File: src/rtl/imem_loader_pkg.sv
// ---------------------------------------------------------------------------
// imem_loader_pkg
// Shared definitions for the instruction-memory loader. The instruction
// ROM/RAM read side uses the same defaults.
//   - state_t       : loader FSM state encodings
//   - DEF_DEPTH     : instruction words held in imem
//   - DEF_CNT_W     : width of a word index (2**DEF_CNT_W >= DEF_DEPTH)
//   - DEF_BASE_ADDR : byte address of imem word 0
// ---------------------------------------------------------------------------
package imem_loader_pkg;

    localparam int          DEF_DEPTH     = 1042;
    localparam int          DEF_CNT_W     = 11;
    localparam logic [31:0] DEF_BASE_ADDR = 32'h0000_0000;

    typedef enum logic [1:0] {
        ST_IDLE  = 2'd0,
        ST_LOAD  = 2'd1,
        ST_WRITE = 2'd2,
        ST_DONE  = 2'd3
    } state_t;

endpackage

File: src/rtl/imem_loader_if.sv
// ---------------------------------------------------------------------------
// imem_loader_if
// Byte-stream link from the host bridge (UART/JTAG) into the loader.
//   in_valid : byte available from the host
//   in_data  : byte value
//   in_ready : loader accepts the byte at the next rising clock edge
// Modports: master = host bridge side, slave = loader side.
// ---------------------------------------------------------------------------
interface imem_loader_if;

    logic       in_valid;
    logic [7:0] in_data;
    logic       in_ready;

    modport master (output in_valid, output in_data, input in_ready);
    modport slave  (input in_valid, input in_data, output in_ready);

endinterface

File: src/rtl/imem_word_packer.sv
// ---------------------------------------------------------------------------
// imem_word_packer
// Collects bytes little-endian into a 32-bit word: the first byte of a group
// of four ends up in word[7:0], the fourth in word[31:24].
// Ports:
//   clk, rst_n : clock, asynchronous active-low reset
//   clear      : drop any partially collected word (new load starting)
//   shift_en   : accept byte_in this cycle
//   byte_in    : incoming byte
//   word       : packed word register, stable while shift_en is low
//   word_full  : the byte accepted this cycle completes a word
// ---------------------------------------------------------------------------
module imem_word_packer (
    input  logic        clk,
    input  logic        rst_n,
    input  logic        clear,
    input  logic        shift_en,
    input  logic [7:0]  byte_in,
    output logic [31:0] word,
    output logic        word_full
);

    logic [1:0] byte_cnt;

    // Bytes enter at the top lane and move down, so after four shifts the
    // first byte sits in the lowest lane.
    always_ff @(posedge clk or negedge rst_n) begin
        if (!rst_n) begin
            word     <= 32'h0;
            byte_cnt <= 2'd0;
        end else if (clear) begin
            byte_cnt <= 2'd0;
        end else if (shift_en) begin
            word     <= {byte_in, word[31:8]};
            byte_cnt <= byte_cnt + 2'd1;
        end
    end

    assign word_full = shift_en && (byte_cnt == 2'd3);

endmodule

File: src/rtl/imem_loader.sv
// ---------------------------------------------------------------------------
// imem_loader
// Loads word_cnt instruction words from a host byte stream into imem,
// writing word i at byte address BASE_ADDR + 4*i, and holds the CPU until
// the load finishes.
// Ports:
//   clk, rst_n : clock, asynchronous active-low reset
//   start      : pulse, begin a load (accepted only in IDLE/DONE)
//   word_cnt   : number of words, sampled with an accepted start
//   bus        : byte stream (slave side of imem_loader_if)
//   we, wa, wd : imem write port (one-cycle we pulse per word)
//   cpu_hold   : 1 while the core must stay stalled
//   busy       : 1 in LOAD/WRITE
//   done       : 1 in DONE
//   err        : last start was rejected because word_cnt was 0 or too big
// ---------------------------------------------------------------------------
module imem_loader
    import imem_loader_pkg::*;
#(
    parameter int          DEPTH     = DEF_DEPTH,
    parameter int          CNT_W     = DEF_CNT_W,
    parameter logic [31:0] BASE_ADDR = DEF_BASE_ADDR
) (
    input  logic             clk,
    input  logic             rst_n,
    input  logic             start,
    input  logic [CNT_W:0]   word_cnt,
    imem_loader_if.slave     bus,
    output logic             we,
    output logic [31:0]      wa,
    output logic [31:0]      wd,
    output logic             cpu_hold,
    output logic             busy,
    output logic             done,
    output logic             err
);

    state_t             state;
    state_t             state_next;
    logic [CNT_W-1:0]   index;
    logic [CNT_W:0]     cnt_latched;
    logic               start_ok;
    logic               bad_cnt;
    logic               handshake;
    logic               word_full;
    logic               last_word;

    assign start_ok  = start && ((state == ST_IDLE) || (state == ST_DONE));
    assign bad_cnt   = (word_cnt == '0) || (word_cnt > (CNT_W+1)'(DEPTH));
    assign handshake = bus.in_valid && (state == ST_LOAD);
    assign last_word = ({1'b0, index} == (cnt_latched - 1'b1));

    imem_word_packer u_packer (
        .clk       (clk),
        .rst_n     (rst_n),
        .clear     (start_ok),
        .shift_en  (handshake),
        .byte_in   (bus.in_data),
        .word      (wd),
        .word_full (word_full)
    );

    // State register; the async reset drops we/in_ready in the same instant
    // because both are decoded straight from state.
    always_ff @(posedge clk or negedge rst_n) begin
        if (!rst_n) begin
            state <= ST_IDLE;
        end else begin
            state <= state_next;
        end
    end

    // Next-state logic. A rejected start parks in DONE so the host sees
    // done together with err and the core is released.
    always_comb begin
        state_next = state;
        case (state)
            ST_IDLE, ST_DONE: begin
                if (start) begin
                    state_next = bad_cnt ? ST_DONE : ST_LOAD;
                end
            end
            ST_LOAD: begin
                if (word_full) begin
                    state_next = ST_WRITE;
                end
            end
            ST_WRITE: begin
                state_next = last_word ? ST_DONE : ST_LOAD;
            end
            default: state_next = ST_IDLE;
        endcase
    end

    // Load bookkeeping: error flag, latched count, word index and the write
    // address, which is captured as the fourth byte arrives so it is stable
    // for the whole WRITE cycle.
    always_ff @(posedge clk or negedge rst_n) begin
        if (!rst_n) begin
            err         <= 1'b0;
            cnt_latched <= '0;
            index       <= '0;
            wa          <= BASE_ADDR;
        end else begin
            if (start_ok) begin
                err <= bad_cnt;
                if (!bad_cnt) begin
                    cnt_latched <= word_cnt;
                    index       <= '0;
                end
            end
            if ((state == ST_LOAD) && word_full) begin
                wa <= BASE_ADDR + 32'({index, 2'b00});
            end
            if ((state == ST_WRITE) && !last_word) begin
                index <= index + 1'b1;
            end
        end
    end

    assign bus.in_ready = (state == ST_LOAD);
    assign we           = (state == ST_WRITE);
    assign busy         = (state == ST_LOAD) || (state == ST_WRITE);
    assign done         = (state == ST_DONE);
    assign cpu_hold     = (state != ST_DONE);

endmodule

File: src/flat_wrapper.sv
// flat-port wrapper written by rule: the top's interface ports become plain ports
module imem_loader_flat import imem_loader_pkg::*;
#(
    parameter int          DEPTH     = DEF_DEPTH,
    parameter int          CNT_W     = DEF_CNT_W,
    parameter logic [31:0] BASE_ADDR = DEF_BASE_ADDR
)
  (clk, rst_n, start, word_cnt, we, wa, wd, cpu_hold, busy, done, err, bus_in_valid, bus_in_data, bus_in_ready);
  imem_loader_if bus_i ();
  input  logic clk;
  input  logic rst_n;
  input  logic start;
  input  logic [CNT_W:0] word_cnt;
  output logic we;
  output logic [31:0] wa;
  output logic [31:0] wd;
  output logic cpu_hold;
  output logic busy;
  output logic done;
  output logic err;
  input wire logic [$bits(bus_i.in_valid)-1:0] bus_in_valid;
  input wire logic [$bits(bus_i.in_data)-1:0] bus_in_data;
  output wire logic [$bits(bus_i.in_ready)-1:0] bus_in_ready;
  assign bus_i.in_valid = bus_in_valid;
  assign bus_i.in_data = bus_in_data;
  assign bus_in_ready = bus_i.in_ready;
  imem_loader #(.DEPTH(DEPTH), .CNT_W(CNT_W), .BASE_ADDR(BASE_ADDR)) u_core (.clk(clk), .rst_n(rst_n), .start(start), .word_cnt(word_cnt), .bus(bus_i), .we(we), .wa(wa), .wd(wd), .cpu_hold(cpu_hold), .busy(busy), .done(done), .err(err));
endmodule
File: config.mk
export PLATFORM = sky130hd
export DESIGN_NAME = imem_loader_flat
export DESIGN_NICKNAME = d
export VERILOG_FILES = /design/src/rtl/imem_loader_pkg.sv /design/src/rtl/imem_loader_if.sv /design/src/rtl/imem_word_packer.sv /design/src/rtl/imem_loader.sv /design/src/flat_wrapper.sv
export SDC_FILE = /design/constraint.sdc
export NUM_CORES = 1
export LEC_CHECK = 0
export CORE_ASPECT_RATIO = 1.2
export CORE_MARGIN = 2
export CORE_UTILIZATION = 49
export DETAILED_ROUTE_END_ITERATION = 6
export GPL_TIMING_DRIVEN = 0
export PLACE_DENSITY = 0.8
export SLEW_MARGIN = 20
export SYNTH_ARGS = -nofsm -noshare
export SYNTH_HDL_FRONTEND = slang
export SYNTH_SLANG_ARGS = --single-unit
File: constraint.sdc
create_clock -name clk -period 3.4 [get_ports clk]
set_input_delay 0.85 -clock clk [delete_from_list [all_inputs] [get_ports clk]]
set_output_delay 0.85 -clock clk [all_outputs]
set_load 0.02 [all_outputs]
==> metrics.txt <==
r2r startpoint=u_core.cnt_latched[3]; Initial Util=50.3%; Detail Route Antenna Nets=0; leakage=about 0.0021 uW; Max Freq=326 MHz; largest net degree at the start of global routing=54; postcts setup bufs=0; clk sinks=between 70 and 80; drc violations=0; Worst R2R Path Depth=9; vias in the first global route=2,669; Die W=82.7 um; global-route wire length before repair=12,200 um; CTS Hold Buffers Added=0; Total GRT Usage=19.9%; Post-synth EDFFs=0; Fin. Hold Viols=0; reg2reg end=u_core.index[3]; Area Overhead vs Synth=31.8%; Max Root-Sink Buffers=2; Die Ht=98.4 um; Final Max Tran Viols=0; Slew @ Worst Pin=0.578 ns; site row count=34; final net count=442; final antenna diode count=0; synthesized area=3640 um^2; launch point of the critical path=word_cnt[8]; period utilization=around nine tenths; Sum Neg Setup Slack=0 ns; relative slew slack=61.5%; worst setup path class=input pin to register; Clock Skews=0.00582 ns; max-cap violation count=0; port bufs=72; CP max FO=9; post-detail-place hpwl=5500 um; Critical Path RT=3.63 ns; number of buffers created by CTS=9; Arr. time, crit path=3.30 ns; r2r setup slk=0.68 ns; CP endpoint kind=register; Vias/cell=between 5 and 6; TritonRoute pass-1 iters=4; Syn. warnings=0; Reg clk slew, reported paths=approximately 0.080 ns; #FFs+latches synth=71; PwrDens=884 nW/um^2; hold_ws=0.370 ns; drt initial violations=134; WL/cell=14.7 um; Fillers=556; Place WS=-0.0434 ns; total die area=8140 um^2; fraction of registers with async set/reset=100%; crit path capture=u_core.index[5]; share of layout cells above drive strength 1=between 20% and 30%; via total after detailed routing=2,621; DRT Wirelength=7450 um; min cycle time layout=3.07 ns; sequential area share after synthesis=48.8%; CP max stage delay=0.51 ns; initial antenna violation count=0; num ports=94; # H-tree levels=3; Post-CTS Resized=0; Clock Latency Late Sink=around 0.35 ns; area of the core=just over 7000 um^2; Max VDD drop=0.000570 V; multi-input logic area=between 1500 and 2000 um^2; RSZ-0062 raised after global routing=false; Post-Route Utilization=roughly two thirds; Register Area=~1800 um^2; Crit-path slowest cell=or4_1; RePlAce Congestion=approximately 0.80; worst hold path class=input pin to async pin; worst setup margin=0.333 ns; crit-path cells=clkdlybuf4s50_1 -> or4_1 -> nor2_1 -> nand2_1 -> a2111oi_4 -> nand2_2 -> and2_1 -> buf_6 -> a221o_1; Main synth FF type=dfrtp_1; final setup fails=0; CTS tree=built; Gate Count Post-Synth=307; root buffer cell=clkbuf_8; status=finished clean; Netlist cell types=51; startpoint types=input pin; GRT overflow=0; Syn Area/Cell=11.9 um^2
## cells in the final DEF (no fill, tap or decap), drive strengths merged, types with 10 or more instances in the layout
master / synthesis / routed
clkbuf: 7 / 18
nor2: 15 / 15
a21oi: 12 / 12
conb: 1 / 21
mux2: 53 / 53
nand2: 14 / 14
clkdlybuf4s50: 0 / 71
dfrtp: 71 / 71
inv: 10 / 10
buf: 28 / 30
## worst max-delay path, delay by kind of cell
| family | cells | cell delay, ns |
|---|---|---|
| AND/OR/NAND/NOR | 5 | 1.12 |
| AO/OA/AOI/OAI | 2 | 0.77 |
| buffers and inverters | 2 | 0.56 |
## worst min path at each step
stage,startpoint,to,cells after the start
6_report,rst_n,u_core.index[7],1
5_1_grt,rst_n,u_core.state[1],1
4_1_cts,rst_n,u_core.wa[9],1
3_5_place_dp,u_core.wa[11],u_core.wa[11],2
3_3_place_gp,u_core.wa[11],u_core.wa[11],2
2_1_floorplan,u_core.cnt_latched[11],u_core.cnt_latched[11],1
## sequential cells by signal, indices dropped and copies added, names as in the netlist
signal                    count
u_core.state                  2
u_core.cnt_latched           12
u_core.err                    1
u_core.u_packer.word         32
u_core.u_packer.byte_cnt      2
u_core.index                 11
u_core.wa                    11
## cell type report
type                    count  share of cell area [%]
plain buffers              35                    5.14
clock buffers              11                    2.95
clock inverters             5                    1.70
inverters                  10                   0.783
multi-input cells         211                    34.5
flip-flops and latches     71                    37.0
well taps                  90                    2.35
repair buffers             73                    15.5
## Yosys cell counts (4+ instances only)
| cell | count | area (um^2) |
|---|---|---|
| xor2_1 | 5 | 43.8 |
| ha_1 | 7 | 87.6 |
| nor3_1 | 4 | 20.0 |
| a21oi_1 | 10 | 50.1 |
| a221o_1 | 6 | 60.1 |
| inv_1 | 10 | 37.5 |
| nor2_1 | 15 | 56.3 |
| nand3_1 | 9 | 45.0 |
| mux2_2 | 53 | 597 |
| nand2b_1 | 4 | 25.0 |
| dfrtp_1 | 71 | 1780 |
| nor2b_1 | 4 | 25.0 |
| clkbuf_1 | 5 | 18.8 |
| nor3b_1 | 6 | 45.0 |
| xnor2_1 | 6 | 52.6 |
| buf_4 | 24 | 180 |
| and2_1 | 4 | 25.0 |
| nand2_1 | 13 | 48.8 |
## cell families after synthesis
family / after synthesis / share of synthesized area, %
AOI/OAI and AO/OA: 40 / 8.84
xor gates and xnor gates: 11 / 2.65
adders and majority gates: 7 / 2.41
buffers and inverters: 45 / 7.80
DFF: 71 / 48.8
muxes: 56 / 17.2
other: 1 / 0.103
and+or+nand+nor: 76 / 12.2
## routing by layer
metal	GRT usage [%]	part of all wire (%)	vias to the layer above	wire length [um]
li1	-	-	1255	-
met1	22.3	38	1282	2850
met2	33.1	52	74	3870
met3	8.52	8.1	10	602
met4	7.44	1.6	0	122
met5	0	0	-	0
## where the power goes
part	switching (uW)	internal [uW]
registers	285	1170
logic	997	1040
clock network	318	433
## through the flow
stage          power [uW]  instance area, um^2  std cells
2_1_floorplan        2710                 3710        327
3_3_place_gp         3440                 4550        489
3_5_place_dp         3500                 4570        490
4_1_cts              4280                 4800        506
5_1_grt              4500                 4800        506
6_report             4240                 4800        506
(Power assumes the default switching activity.)
